===== src/rtl/calc_pkg.sv =====
// Shared types and constants for the keypad calculator core.
// Controller states, operator one-hot codes and an operator validity helper.
package calc_pkg;

    typedef enum logic [1:0] {
        S_OP1    = 2'd0,
        S_OP2    = 2'd1,
        S_MUL    = 2'd2,
        S_RESULT = 2'd3
    } calc_state_t;

    localparam logic [2:0] OP_ADD = 3'b001;
    localparam logic [2:0] OP_SUB = 3'b010;
    localparam logic [2:0] OP_MUL = 3'b100;

    function automatic logic is_valid_op(input logic [2:0] op);
        return (op == OP_ADD) || (op == OP_SUB) || (op == OP_MUL);
    endfunction

endpackage


===== src/rtl/seq_mult.sv =====
// Sequential shift-add signed multiplier: one multiplier bit per cycle,
// finish pulses WIDTH cycles after start with the full 2*WIDTH product.
module seq_mult #(
    parameter int WIDTH = 16
) (
    input  logic                 clk,
    input  logic                 rst_n,
    input  logic                 i_start,
    input  logic                 i_abort,
    input  logic [WIDTH-1:0]     i_a,
    input  logic [WIDTH-1:0]     i_b,
    output logic                 o_finish,
    output logic [2*WIDTH-1:0]   o_product
);

    localparam int CW = $clog2(WIDTH + 1);

    logic [2*WIDTH-1:0] r_mcand;
    logic [2*WIDTH-1:0] r_acc;
    logic [WIDTH-1:0]   r_mplier;
    logic [CW-1:0]      r_cnt;
    logic               r_finish;
    logic [2*WIDTH-1:0] w_addend;

    assign w_addend  = r_mplier[0] ? r_mcand : '0;
    assign o_finish  = r_finish;
    assign o_product = r_acc;

    // NOTE: state uses non-blocking assignments so every register samples pre-edge values.
    always_ff @(posedge clk or negedge rst_n) begin
        if (!rst_n) begin
            r_mcand  <= '0;
            r_acc    <= '0;
            r_mplier <= '0;
            r_cnt    <= '0;
            r_finish <= 1'b0;
        end else begin
            r_finish <= 1'b0;
            if (i_abort) begin
                r_cnt <= '0;
            end else if (i_start) begin
                r_mcand  <= {{WIDTH{i_a[WIDTH-1]}}, i_a};
                r_mplier <= i_b;
                r_acc    <= '0;
                r_cnt    <= CW'(WIDTH);
            end else if (r_cnt != '0) begin
                // The multiplier MSB carries negative weight in two's complement.
                r_acc    <= (r_cnt == CW'(1)) ? (r_acc - w_addend) : (r_acc + w_addend);
                r_mcand  <= r_mcand << 1;
                r_mplier <= r_mplier >> 1;
                r_cnt    <= r_cnt - CW'(1);
                if (r_cnt == CW'(1)) r_finish <= 1'b1;
            end
        end
    end

endmodule


===== src/rtl/calc_core.sv =====
// Keypad calculator controller: decimal operand entry, sign toggle, add/sub
// in one cycle and multiply through the sequential seq_mult unit.
module calc_core
    import calc_pkg::*;
#(
    parameter int WIDTH      = 16,
    parameter int MAX_DIGITS = 4
) (
    input  logic             clk,
    input  logic             nRST,
    input  logic [3:0]       keypad_input,
    input  logic             read_input,
    input  logic [2:0]       operator_input,
    input  logic             negate_input,
    input  logic             equal_input,
    input  logic             clear_input,
    output logic [WIDTH-1:0] display_output,
    output logic             complete,
    output logic             busy,
    output logic             overflow,
    output calc_state_t      state_out
);

    localparam int CW = $clog2(MAX_DIGITS + 1);
    localparam logic [WIDTH+3:0] MAG_LIMIT = {5'b00000, {(WIDTH-1){1'b1}}};

    calc_state_t      r_state;
    logic [WIDTH-1:0] r_mag;
    logic             r_neg;
    logic [CW-1:0]    r_cnt;
    logic [WIDTH-1:0] r_op1;
    logic [2:0]       r_opcode;
    logic [WIDTH-1:0] r_result;
    logic             r_overflow;
    logic             r_read_d;
    logic             r_mul_start;

    logic [WIDTH-1:0]   w_entry, w_sum, w_diff;
    logic [WIDTH+3:0]   w_mag_ext, w_new_mag;
    logic [2*WIDTH-1:0] w_product;
    logic [WIDTH:0]     w_prod_hi;
    logic               w_mul_finish, w_digit_ok, w_add_ovf, w_sub_ovf, w_mul_ovf;
    logic               w_take_op, w_take_neg, w_take_digit;

    // Sign is kept apart from the magnitude so later digits extend the magnitude.
    assign w_entry   = r_neg ? (~r_mag + 1'b1) : r_mag;
    assign w_mag_ext = {4'b0000, r_mag};
    assign w_new_mag = (w_mag_ext << 3) + (w_mag_ext << 1) + {{WIDTH{1'b0}}, keypad_input};
    assign w_digit_ok = (keypad_input <= 4'd9) && (r_cnt < CW'(MAX_DIGITS)) && (w_new_mag <= MAG_LIMIT);

    assign w_sum     = r_op1 + w_entry;
    assign w_diff    = r_op1 - w_entry;
    assign w_add_ovf = (r_op1[WIDTH-1] == w_entry[WIDTH-1]) && (w_sum[WIDTH-1] != r_op1[WIDTH-1]);
    assign w_sub_ovf = (r_op1[WIDTH-1] != w_entry[WIDTH-1]) && (w_diff[WIDTH-1] != r_op1[WIDTH-1]);
    assign w_prod_hi = w_product[2*WIDTH-1:WIDTH-1];
    assign w_mul_ovf = !((&w_prod_hi) || !(|w_prod_hi));

    // Event priority below clear: equal > operator > negate > digit edge.
    assign w_take_op    = !equal_input && is_valid_op(operator_input);
    assign w_take_neg   = !equal_input && !is_valid_op(operator_input) && negate_input;
    assign w_take_digit = !equal_input && !is_valid_op(operator_input) && !negate_input
                          && read_input && !r_read_d;

    seq_mult #(.WIDTH(WIDTH)) u_mult (
        .clk       (clk),
        .rst_n     (nRST),
        .i_start   (r_mul_start),
        .i_abort   (clear_input),
        .i_a       (r_op1),
        .i_b       (w_entry),
        .o_finish  (w_mul_finish),
        .o_product (w_product)
    );

    always_ff @(posedge clk or negedge nRST) begin
        if (!nRST) begin
            r_state     <= S_OP1;
            r_mag       <= '0;
            r_neg       <= 1'b0;
            r_cnt       <= '0;
            r_op1       <= '0;
            r_opcode    <= '0;
            r_result    <= '0;
            r_overflow  <= 1'b0;
            r_read_d    <= 1'b0;
            r_mul_start <= 1'b0;
        end else begin
            r_read_d    <= read_input;
            r_mul_start <= 1'b0;
            if (clear_input) begin
                r_state    <= S_OP1;
                r_mag      <= '0;
                r_neg      <= 1'b0;
                r_cnt      <= '0;
                r_op1      <= '0;
                r_opcode   <= '0;
                r_result   <= '0;
                r_overflow <= 1'b0;
            end else begin
                case (r_state)
                    S_OP1, S_OP2: begin
                        if (equal_input) begin
                            if (r_state == S_OP2 && r_cnt != '0) begin
                                if (r_opcode == OP_MUL) begin
                                    r_state     <= S_MUL;
                                    r_mul_start <= 1'b1;
                                end else begin
                                    r_result   <= (r_opcode == OP_ADD) ? w_sum : w_diff;
                                    r_overflow <= (r_opcode == OP_ADD) ? w_add_ovf : w_sub_ovf;
                                    r_state    <= S_RESULT;
                                end
                            end
                        end else if (w_take_op) begin
                            if (r_state == S_OP1 && r_cnt != '0) begin
                                r_op1    <= w_entry;
                                r_opcode <= operator_input;
                                r_mag    <= '0;
                                r_neg    <= 1'b0;
                                r_cnt    <= '0;
                                r_state  <= S_OP2;
                            end else if (r_state == S_OP2 && r_cnt == '0) begin
                                r_opcode <= operator_input;
                            end
                        end else if (w_take_neg) begin
                            r_neg <= ~r_neg;
                        end else if (w_take_digit && w_digit_ok) begin
                            r_mag <= w_new_mag[WIDTH-1:0];
                            r_cnt <= r_cnt + CW'(1);
                        end
                    end
                    S_MUL: begin
                        if (w_mul_finish) begin
                            r_result   <= w_product[WIDTH-1:0];
                            r_overflow <= w_mul_ovf;
                            r_state    <= S_RESULT;
                        end
                    end
                    S_RESULT: begin
                        if (w_take_op) begin
                            r_op1      <= r_result;
                            r_opcode   <= operator_input;
                            r_mag      <= '0;
                            r_neg      <= 1'b0;
                            r_cnt      <= '0;
                            r_overflow <= 1'b0;
                            r_state    <= S_OP2;
                        end else if (w_take_digit && keypad_input <= 4'd9) begin
                            r_mag      <= {{(WIDTH-4){1'b0}}, keypad_input};
                            r_neg      <= 1'b0;
                            r_cnt      <= CW'(1);
                            r_overflow <= 1'b0;
                            r_state    <= S_OP1;
                        end
                    end
                    default: r_state <= S_OP1;
                endcase
            end
        end
    end

    assign display_output = (r_state == S_RESULT) ? r_result : w_entry;
    assign complete       = (r_state == S_RESULT);
    assign busy           = (r_state == S_MUL);
    assign overflow       = r_overflow && (r_state == S_RESULT);
    assign state_out      = r_state;

endmodule


===== config.mk =====
export PLATFORM = sky130hd
export DESIGN_NAME = calc_core
export DESIGN_NICKNAME = d
export VERILOG_FILES = /design/src/rtl/calc_pkg.sv /design/src/rtl/seq_mult.sv /design/src/rtl/calc_core.sv
export SDC_FILE = /design/constraint.sdc
export NUM_CORES = 1
export LEC_CHECK = 0
export ABC_AREA = 1
export CAP_MARGIN = 5
export CORE_UTILIZATION = 51
export CTS_CLUSTER_DIAMETER = 50
export DETAILED_ROUTE_END_ITERATION = 8
export PLACE_DENSITY = 0.67
export SLEW_MARGIN = 20
export SYNTH_ARGS = -nofsm -noshare
export SYNTH_HDL_FRONTEND = slang
export SYNTH_SLANG_ARGS = --single-unit

===== constraint.sdc =====
create_clock -name clk -period 7.61 [get_ports clk]
set_input_delay 1.1415 -clock clk [delete_from_list [all_inputs] [get_ports clk]]
set_output_delay 1.1415 -clock clk [all_outputs]
set_load 0.02 [all_outputs]

# Word-level counts from Yosys, hierarchy flattened
# Index checks and enable logic that the tools add are counted.
dict set report totals {
  reg_bits 146
  output_inout_bits 21
  input_bits 13
  elab_cells 189
}
dict set report classes {
  n_mux 85
  reduce_logical 44
  bitwise 3
  n_eq_ne 30
  addsub 9
  n_lt_le_gt_ge 3
}
# operator count
set ops {}
lappend ops {{16-bit 2-to-1 mux} 23}
lappend ops {{32-bit 2-to-1 mux} 6}
lappend ops {{16-bit case mux with 2 select lines} 3}
lappend ops {{3-bit 2-to-1 mux} 14}
lappend ops {{32-bit adder} 1}
lappend ops {{4-bit inequality test, second input constant} 8}
lappend ops {{32-bit subtractor} 1}
lappend ops {{5-bit AND reduction} 6}
lappend ops {{1-bit 2-to-1 mux} 23}
lappend ops {{19-bit by 17-bit adder with 20-bit output} 1}
lappend ops {{20-bit by 4-bit adder with 20-bit output} 1}
lappend ops {{20-bit by 15-bit <= comparator with 1-bit output, second input constant} 1}
lappend ops {{3-bit inequality test, second input constant} 6}
lappend ops {{17-bit AND reduction} 1}
lappend ops {{17-bit OR reduction} 1}
lappend ops {{16-bit by 1-bit adder with 16-bit output, second input constant} 1}
lappend ops {{16-bit adder} 1}
lappend ops {{1-bit logical AND} 16}
lappend ops {{2-bit 2-to-1 mux} 8}
lappend ops {{16-bit inverter} 1}
lappend ops {{16-bit subtractor} 1}
lappend ops {{5-bit 2-to-1 mux} 3}
lappend ops {{3-bit case mux with 2 select lines} 2}
lappend ops {{3-bit nonzero test} 4}
lappend ops {{other kinds (27)} 41}

# Logic depth before layout (Yosys ltp)
# Gate-level depths: netlist of run 1.
dict set report depth {
  depth_word 15
  depth_mapped 28
  depth_no_buf 27
}

# Cells and area by module
# Synthesis of run 1 repeated with hierarchy kept, for this count alone.
dict set report unflattened {
  cells_unflattened 2065
  area_unflattened_um2 13326.5
}
# module instances cells_per_inst area_per_inst_um2 seq_area_each_um2
set modules_own_cells {}
lappend modules_own_cells {seq_mult 1 1059 6912.9 2152.1}
lappend modules_own_cells {calc_core 1 1006 6413.7 1501.4}

# Least setup slack after synthesis of run 1
# No wires, ideal clock.
dict set report synth_path {
  kind {input -> register}
  from {input keypad_input[3]}
  to {register r_mag[11]}
  required_ns 7.493
  n_path_buf 2
  setup_time_ns 0.117
  t_arrival_ns 3.293
  path_slack_ns 4.201
  path_stages 19
  path_cell_list {inv_1 fa_1 fa_1 inv_1 nand3_1 nand2_1 nand3_1 nand2_1 nand2_1 nand2_1 nand2_1 nand2_1 inv_1 nand3_2 nand2_4 buf_8 buf_12 nand3_2 nand2_1}
}
dict set report synth_via {
  elab_chain_len 7
  elab_cells_between_ends 16
  cone_classes {add/sub: 1; order compare: 2; eq/ne: 2; mux: 6; reduce/logical: 5}
}
# item line
set synth_lines {}
lappend synth_lines {{from (decl)} calc_core.sv:11} ;# input logic [3:0] keypad_input,
lappend synth_lines {{branches (longest 7 deep; another with 20-bit by 4-bit adder with 20-bit output)} -}
lappend synth_lines {{to (signal assigned)} calc_core.sv:127} ;# r_mag <= w_new_mag[WIDTH-1:0];
lappend synth_lines {{to (signal assigned)} calc_core.sv:148} ;# r_mag <= {{(WIDTH-4){1'b0}}, keypad_input};
lappend synth_lines {{to (decl)} calc_core.sv:28} ;# logic [WIDTH-1:0] r_mag;
# Parallel ways; which one is timed is not known. The select of a mux whose other input is x is not followed.
# A chain may end at the register's enable or synchronous reset.

# Final worst setup path of run 1
dict set report layout_path {
  from {register r_state[1] (netlist: state_out[1])}
  to {output display_output[1]}
}
dict set report layout_via {
  elab_chain_len 2
}
# item line
set layout_lines {}
lappend layout_lines {{from (decl)} calc_core.sv:27} ;# calc_state_t r_state;
lappend layout_lines {{from (signal assigned)} calc_core.sv:77} ;# r_state <= S_OP1;
lappend layout_lines {{from (signal assigned)} calc_core.sv:91} ;# r_state <= S_OP1;
lappend layout_lines {{from (signal assigned)} calc_core.sv:105} ;# r_state <= S_MUL;
lappend layout_lines {{2-bit == test} calc_core.sv:161} ;# assign display_output = (r_state == S_RESULT) ? r_result : w_entry;
lappend layout_lines {{16-bit 2-to-1 mux} calc_core.sv:161}
lappend layout_lines {{to (decl)} calc_core.sv:17} ;# output logic [WIDTH-1:0] display_output,
# Every way passes these cells.

==> results of run 1 <==
-- metrics by stage --
step | util | setup slack (ns)
2_1_floorplan | - | 4.20
3_3_place_gp | 0.546 | 3.38
3_5_place_dp | 0.546 | 3.29
4_1_cts | 0.570 | 3.11
5_1_grt | 0.570 | 2.86
6_report | 0.570 | 3.09
-- final timing paths --
| path | start | to | slack (ns) | cells past startpoint |
|---|---|---|---|---|
| setup reg to reg | u_mult.r_mplier[0]$_DFFE_PN0P_ | u_mult.o_product[29]$_DFFE_PN0P_ | 3.61 | 21 |
| hold reg to reg | r_result[8]$_DFFE_PN0P_ | r_result[8]$_DFFE_PN0P_ | 0.49 | 2 |
| setup / recovery | state_out[1]$_DFFE_PN0P_ | display_output[1] | 3.09 | 5 |
| max in group asynchronous | nRST | r_mag[11]$_DFFE_PN0P_ | 5.54 | 2 |
| hold / removal | r_result[8]$_DFFE_PN0P_ | r_result[8]$_DFFE_PN0P_ | 0.49 | 2 |
| min in group asynchronous | nRST | u_mult.o_product[5]$_DFFE_PN0P_ | 0.81 | 1 |
-- worst max-delay path, cell delays in order (launching register included) --
cell	delay, ns
dfrtp_1	0.50
nand2_1	0.44
inv_1	0.90
o21ai_0	0.38
inv_1	0.12
clkdlybuf4s50_1	0.60
-- cells by family (layout without fill, tap and decap cells) --
group / after synthesis / count (layout) / synth area share
flip-flops: 146 / 146 / 0.283
XOR/XNOR: 50 / 50 / 0.0339
AO/OA/AOI/OAI: 382 / 382 / 0.170
AND/OR/NAND/NOR: 929 / 929 / 0.308
adder cells (fa/ha/maj): 103 / 103 / 0.103
buffers and inverters: 337 / 355 / 0.104
-- final cells by class --
type	count	area, um2
clock inverters	14	151
inverters	282	1060
multi-input cells	1464	7930
fillers	2437	10600
flip-flops and latches	146	3650
clock buffers	18	429
well taps	324	405
repair buffers	41	392
-- cell usage after synthesis (all sizes together) --
master | instances | area share
nand2 | 547 | 0.16
inv | 281 | 0.082
nor2 | 204 | 0.062
dfrtp | 146 | 0.28
o21ai | 132 | 0.051
a21oi | 130 | 0.051
nand3 | 106 | 0.045
ha | 98 | 0.095
xor2 | 43 | 0.029
clkbuf | 40 | 0.012
a31oi | 24 | 0.012
nand4 | 23 | 0.011
o22ai | 22 | 0.011
o211ai | 21 | 0.012
buf | 15 | 0.010
nor3 | 15 | 0.0082
or2 | 15 | 0.0073
a21o | 10 | 0.0059
o221ai | 10 | 0.0068
nor4 | 9 | 0.0055
o21bai | 8 | 0.0046
o31ai | 7 | 0.0041
xnor2 | 7 | 0.0047
a21boi | 5 | 0.0029
fa | 5 | 0.0077
o21a | 4 | 0.0023
and3 | 3 | 0.0015
nor3b | 3 | 0.0017
a211oi | 2 | 0.0012
a31o | 2 | 0.0014
a32o | 2 | 0.0015
nand3b | 2 | 0.0012
a311oi | 1 | 0.00068
a32oi | 1 | 0.00068
and2 | 1 | 0.00048
clkinv | 1 | 0.00029
o31a | 1 | 0.00077
or3 | 1 | 0.00048
-- placed cells by master (no fill, tap or decap), drive strengths merged, types with 21 or more instances in the layout --
cell type      count
nand2            547
inv              285
nor2             204
dfrtp            146
o21ai            132
a21oi            130
nand3            106
ha                98
xor2              43
clkdlybuf4s50     32
a31oi             24
nand4             23
o22ai             22
o211ai            21
-- routing by layer --
layer | share of wire | vias up | GRT usage
met4 | 0.020 | 0 | 0.0810
met5 | 0 | - | 0
met1 | 0.47 | 5953 | 0.416
met3 | 0.056 | 51 | 0.0488
li1 | - | 6360 | -
met2 | 0.46 | 361 | 0.502
-- registers in the layout (all words and copies together), names as in the netlist --
signal,count
u_mult.o_product,32
u_mult.r_mcand,32
r_mag,16
r_op1,16
r_result,16
u_mult.r_mplier,16
u_mult.r_cnt,5
r_cnt,3
r_opcode,3
state_out,2
r_mul_start,1
r_neg,1
r_overflow,1
r_read_d,1
u_mult.o_finish,1
==> reports/summary.txt, run 1 <==
Unrepaired setup endpoints after global routing: no
H-Tree Depth: 4
Post-Syn Area: 12900 um2
Net Count, Synth: 2063
Initial cell density of the core: 0.525
Least-Margin Pin Slew: 1.00 ns
Initial detailed-routing violation count: 938
Fmax: 221 MHz
CTS max path bufs: 2
Crit path DAT: 3.38 ns
Global-route wire length before repair: 62700 um
Chip Width: 161 um
Min Tclk post-route: 4.52 ns
Final wirelength: 38500 um
Largest net degree at the start of global routing: 98
Number of global-route vias before repair: 12076
Finish-stage setup viols: 0
Max Slew Vio Count: 0
Post-route DRC: 0
Clk Latency, worst-skew pair: 0.44 ns
Startpoint Class: flip-flop
Min-delay worst type: reg -> reg
TritonCTS buffer count: 17
Root Buffer: clkbuf_16
Via count: 12725
Crit. End Element: output port
Hold_buf cts: 0
Final count of hold timing violations: 0
Final #Nets: 2068
GP Congestion: 0.953
Ports: 34
Critical path required time: 6.47 ns
Synth Register Bits: 146
Via density: 5.56
Max-cap violations: 0
CTS tree: yes
WS Path Type: reg -> out
Area growth from synthesis to layout: 8.53%
Rel. slew slack: 0.333
Syn_area_per_cell: 6.64 um2
Final non-filler cell total: 2289
Total GRT Usage: 0.305
Reg clk slew, reported paths: 0.07 ns
PostCTS Resize Cnt: 0
Crit-path max FO: 29
Global route total overflow: 0
Finished Cell Area: 14000 um2
Routed len/inst: 16.8 um
Final worst-path cycle share: 0.594
Register area share after synthesis: 0.283
Hold slack: 0.492 ns
Initial antenna violation count: 0
Setup repair bufs after CTS: 0
Status: complete, no violations
YS warnings: 0
DP Area: 13400 um2
Setup TNS: 0 ns
Die height: 161 um
TritonRoute pass-1 iters: 5
Post-route ant nets: 0
Dpl hpwl: 29900 um
Diode count: 0
Placed insts: 2257
Fraction of layout cells with a size suffix above 1: 0.0606
Die area: 26000 um2
Mapped Cells: 1947
Port Buffer Count: 33
Netlist cell types: 57
CTS Sinks: 146
Row Count: 57
Clk_skew: 0.0143 ns
Total core area: 24600 um2
Power of run 1 is left out: the tool's default activity adds up to more than one toggle a clock period on the data nets, which glitch-free logic cannot reach.
==> run 2: changes to the inputs <==
Clock period 7.61 ns to 4.5 ns, I/O delays scaled along.
==> run 2 against run 1 <==
Effect of this change:
- die area is the same
- via count up 0.99%
- non-clock buffer count rose by 15
- wire length decreased by 0.28%
- cell count increased by 0.61%
- register-to-register slack worse by 3.0 ns
- clock skew up 0.00093 ns
- cell area rose by 0.87%
- critical path type unchanged
- core utilization up 0.49 points
- sequential cell count unchanged
==> reports/summary.txt, run 2 (same netlist as run 1, synthesis figures left out) <==
Status: complete, no violations
Dpl hpwl: 30100 um (+0.73%)
Clk Latency, worst-skew pair: 0.43 ns (about the same)
TritonRoute pass-1 iters: 6 (+1)
Reg clk slew, reported paths: 0.07 ns (about the same)
Setup TNS: 0 ns (unchanged)
Rel. slew slack: 0.399 (+0.0660)
Crit. End Element: output port
Commonest non-fill, non-tap cell in the layout: nand2_1
Final count of hold timing violations: 0 (unchanged)
H-Tree Depth: 4 (unchanged)
Port Buffer Count: 33 (unchanged)
CTS max path bufs: 2 (unchanged)
Max-cap violations: 0 (unchanged)
Worst-case reg-to-reg path depth: 24 (+14%)
Fraction of layout cells with a size suffix above 1: 0.0672 (+0.00665)
Total core area: 24600 um2 (unchanged)
Reg2Reg Capture Point: u_mult.o_product[24]$_DFFE_PN0P_
CP endpoint: display_output[14]
R2r startpoint: u_mult.r_mplier[0]$_DFFE_PN0P_
Finish-stage setup viols: 0 (unchanged)
Routed len/inst: 16.7 um (-0.89%)
Crit-path max FO: 6 (-79%)
Number of global-route vias before repair: 12059 (-0.14%)
Global route total overflow: 0 (unchanged)
Final #Nets: 2083 (+0.73%)
Least-Margin Pin Slew: 0.901 ns (-0.0990 ns)
Ports: 34 (unchanged)
Filler Cells Inserted: 2435 (-0.082%)
Diode count: 0 (unchanged)
Final non-filler cell total: 2303 (+0.61%)
WS Path Type: reg -> out
Min Tclk post-route: 3.97 ns
Post-route DRC: 0 (unchanged)
Reg-to-reg slack, setup: 0.57 ns (-3.04 ns)
Unrepaired setup endpoints after global routing: no
Critical Path Source: r_mag[0]$_DFFE_PN0P_
GP Congestion: 0.952 (about the same)
PostCTS Resize Cnt: 0 (unchanged)
Row Count: 57 (unchanged)
Chip Width: 161 um (unchanged)
Initial detailed-routing violation count: 1086 (+16%)
Root Buffer: clkbuf_16
Crit path DAT: 3.29 ns (-0.09 ns)
Startpoint Class: flip-flop
Largest net degree at the start of global routing: 91 (-7.1%)
Post-route ant nets: 0 (unchanged)
Max Slew Vio Count: 0 (unchanged)
Setup repair bufs after CTS: 0 (unchanged)
Hold_buf cts: 0 (unchanged)
Post-route core utilization: 0.575 (+0.00493)
Die area: 26000 um2 (unchanged)
Die height: 161 um (unchanged)
Min-delay worst type: in -> async
Placed insts: 2272 (+0.66%)
CTS Sinks: 146 (unchanged)
Total GRT Usage: 0.303 (-0.00247)
Global-route wire length before repair: 62200 um (-0.79%)
Most frequent cells in the layout: 532 x nand2_1, 268 x inv_1, 192 x nor2_1
Critical path required time: 3.83 ns (-2.64 ns)
Final worst-path cycle share: 0.882
Via density: 5.58 (+0.38%)
TritonCTS buffer count: 17 (unchanged)
Final wirelength: 38400 um (-0.28%)
CTS tree: yes
Clk_skew: 0.0153 ns (+0.000927 ns)
Area growth from synthesis to layout: 9.47%
Initial cell density of the core: 0.525 (unchanged)
Initial antenna violation count: 0 (unchanged)
Fmax: 252 MHz
Hold slack: 0.300 ns (-0.192 ns)
Via count: 12851 (+0.99%)
==> run 2: cell types whose count changed in the layout (fill, tap and decap cells not counted), sizes merged <==
| cell | delta |
|---|---|
| clkinvlp | -4 |
| clkinv | +2 |
| buf | +15 |
| inv | +1 |
==> run 2: through the flow <==
step	worst slack (ns)	area [um2]
after floorplan	1.40	12900
after global placement	0.689	13600
after detailed placement	0.637	13600
after CTS	0.568	14100
after global routing	0.251	14100
final	0.533	14100
==> run 2: final cells by class <==
cell class | instances | area [um2] | area share
clock buffer | 18 | 439 | 0.0310
clock inverter | 13 | 153 | 0.0108
inverter | 282 | 1060 | 0.0748
multi-input combinational | 1464 | 7930 | 0.561
sequential | 146 | 3650 | 0.258
tap | 324 | 405 | 0.0287
timing repair buffer | 56 | 504 | 0.0356
==> run 2: critical path: stages, from the launching register on <==
cell             delay [ns]
dfrtp_1                0.47
inv_1                  0.12
ha_1                   0.15
inv_1                  0.05
nor2_1                 0.13
inv_1                  0.09
nor2_1                 0.18
nand3_1                0.15
o21ai_1                0.17
xor2_1                 0.52
o21ai_1                0.14
inv_1                  0.09
clkdlybuf4s50_1        0.60
==> run 2: worst min path at each step <==
stage / start / endpoint / depth (start not counted)
after CTS: nRST / u_mult.o_product[4]$_DFFE_PN0P_ / 1
final: nRST / u_mult.o_product[4]$_DFFE_PN0P_ / 1
after floorplan: nRST / r_cnt[0]$_DFFE_PN0P_ / 0
after detailed placement: r_result[8]$_DFFE_PN0P_ / r_result[8]$_DFFE_PN0P_ / 2
after global placement: r_result[11]$_DFFE_PN0P_ / r_result[11]$_DFFE_PN0P_ / 2
after global routing: nRST / u_mult.o_product[2]$_DFFE_PN0P_ / 1
==> run 2: routing by layer <==
| layer | track usage | wire, um | share of wire | vias to the layer above |
|---|---|---|---|---|
| li1 | - | - | - | 6393 |
| met1 | 0.418 | 17200 | 0.45 | 5981 |
| met2 | 0.490 | 17500 | 0.46 | 418 |
| met3 | 0.0442 | 2700 | 0.070 | 59 |
| met4 | 0.0905 | 980 | 0.026 | 0 |
| met5 | 0 | 0 | 0 | - |
Power of run 2 is left out for the same reason.
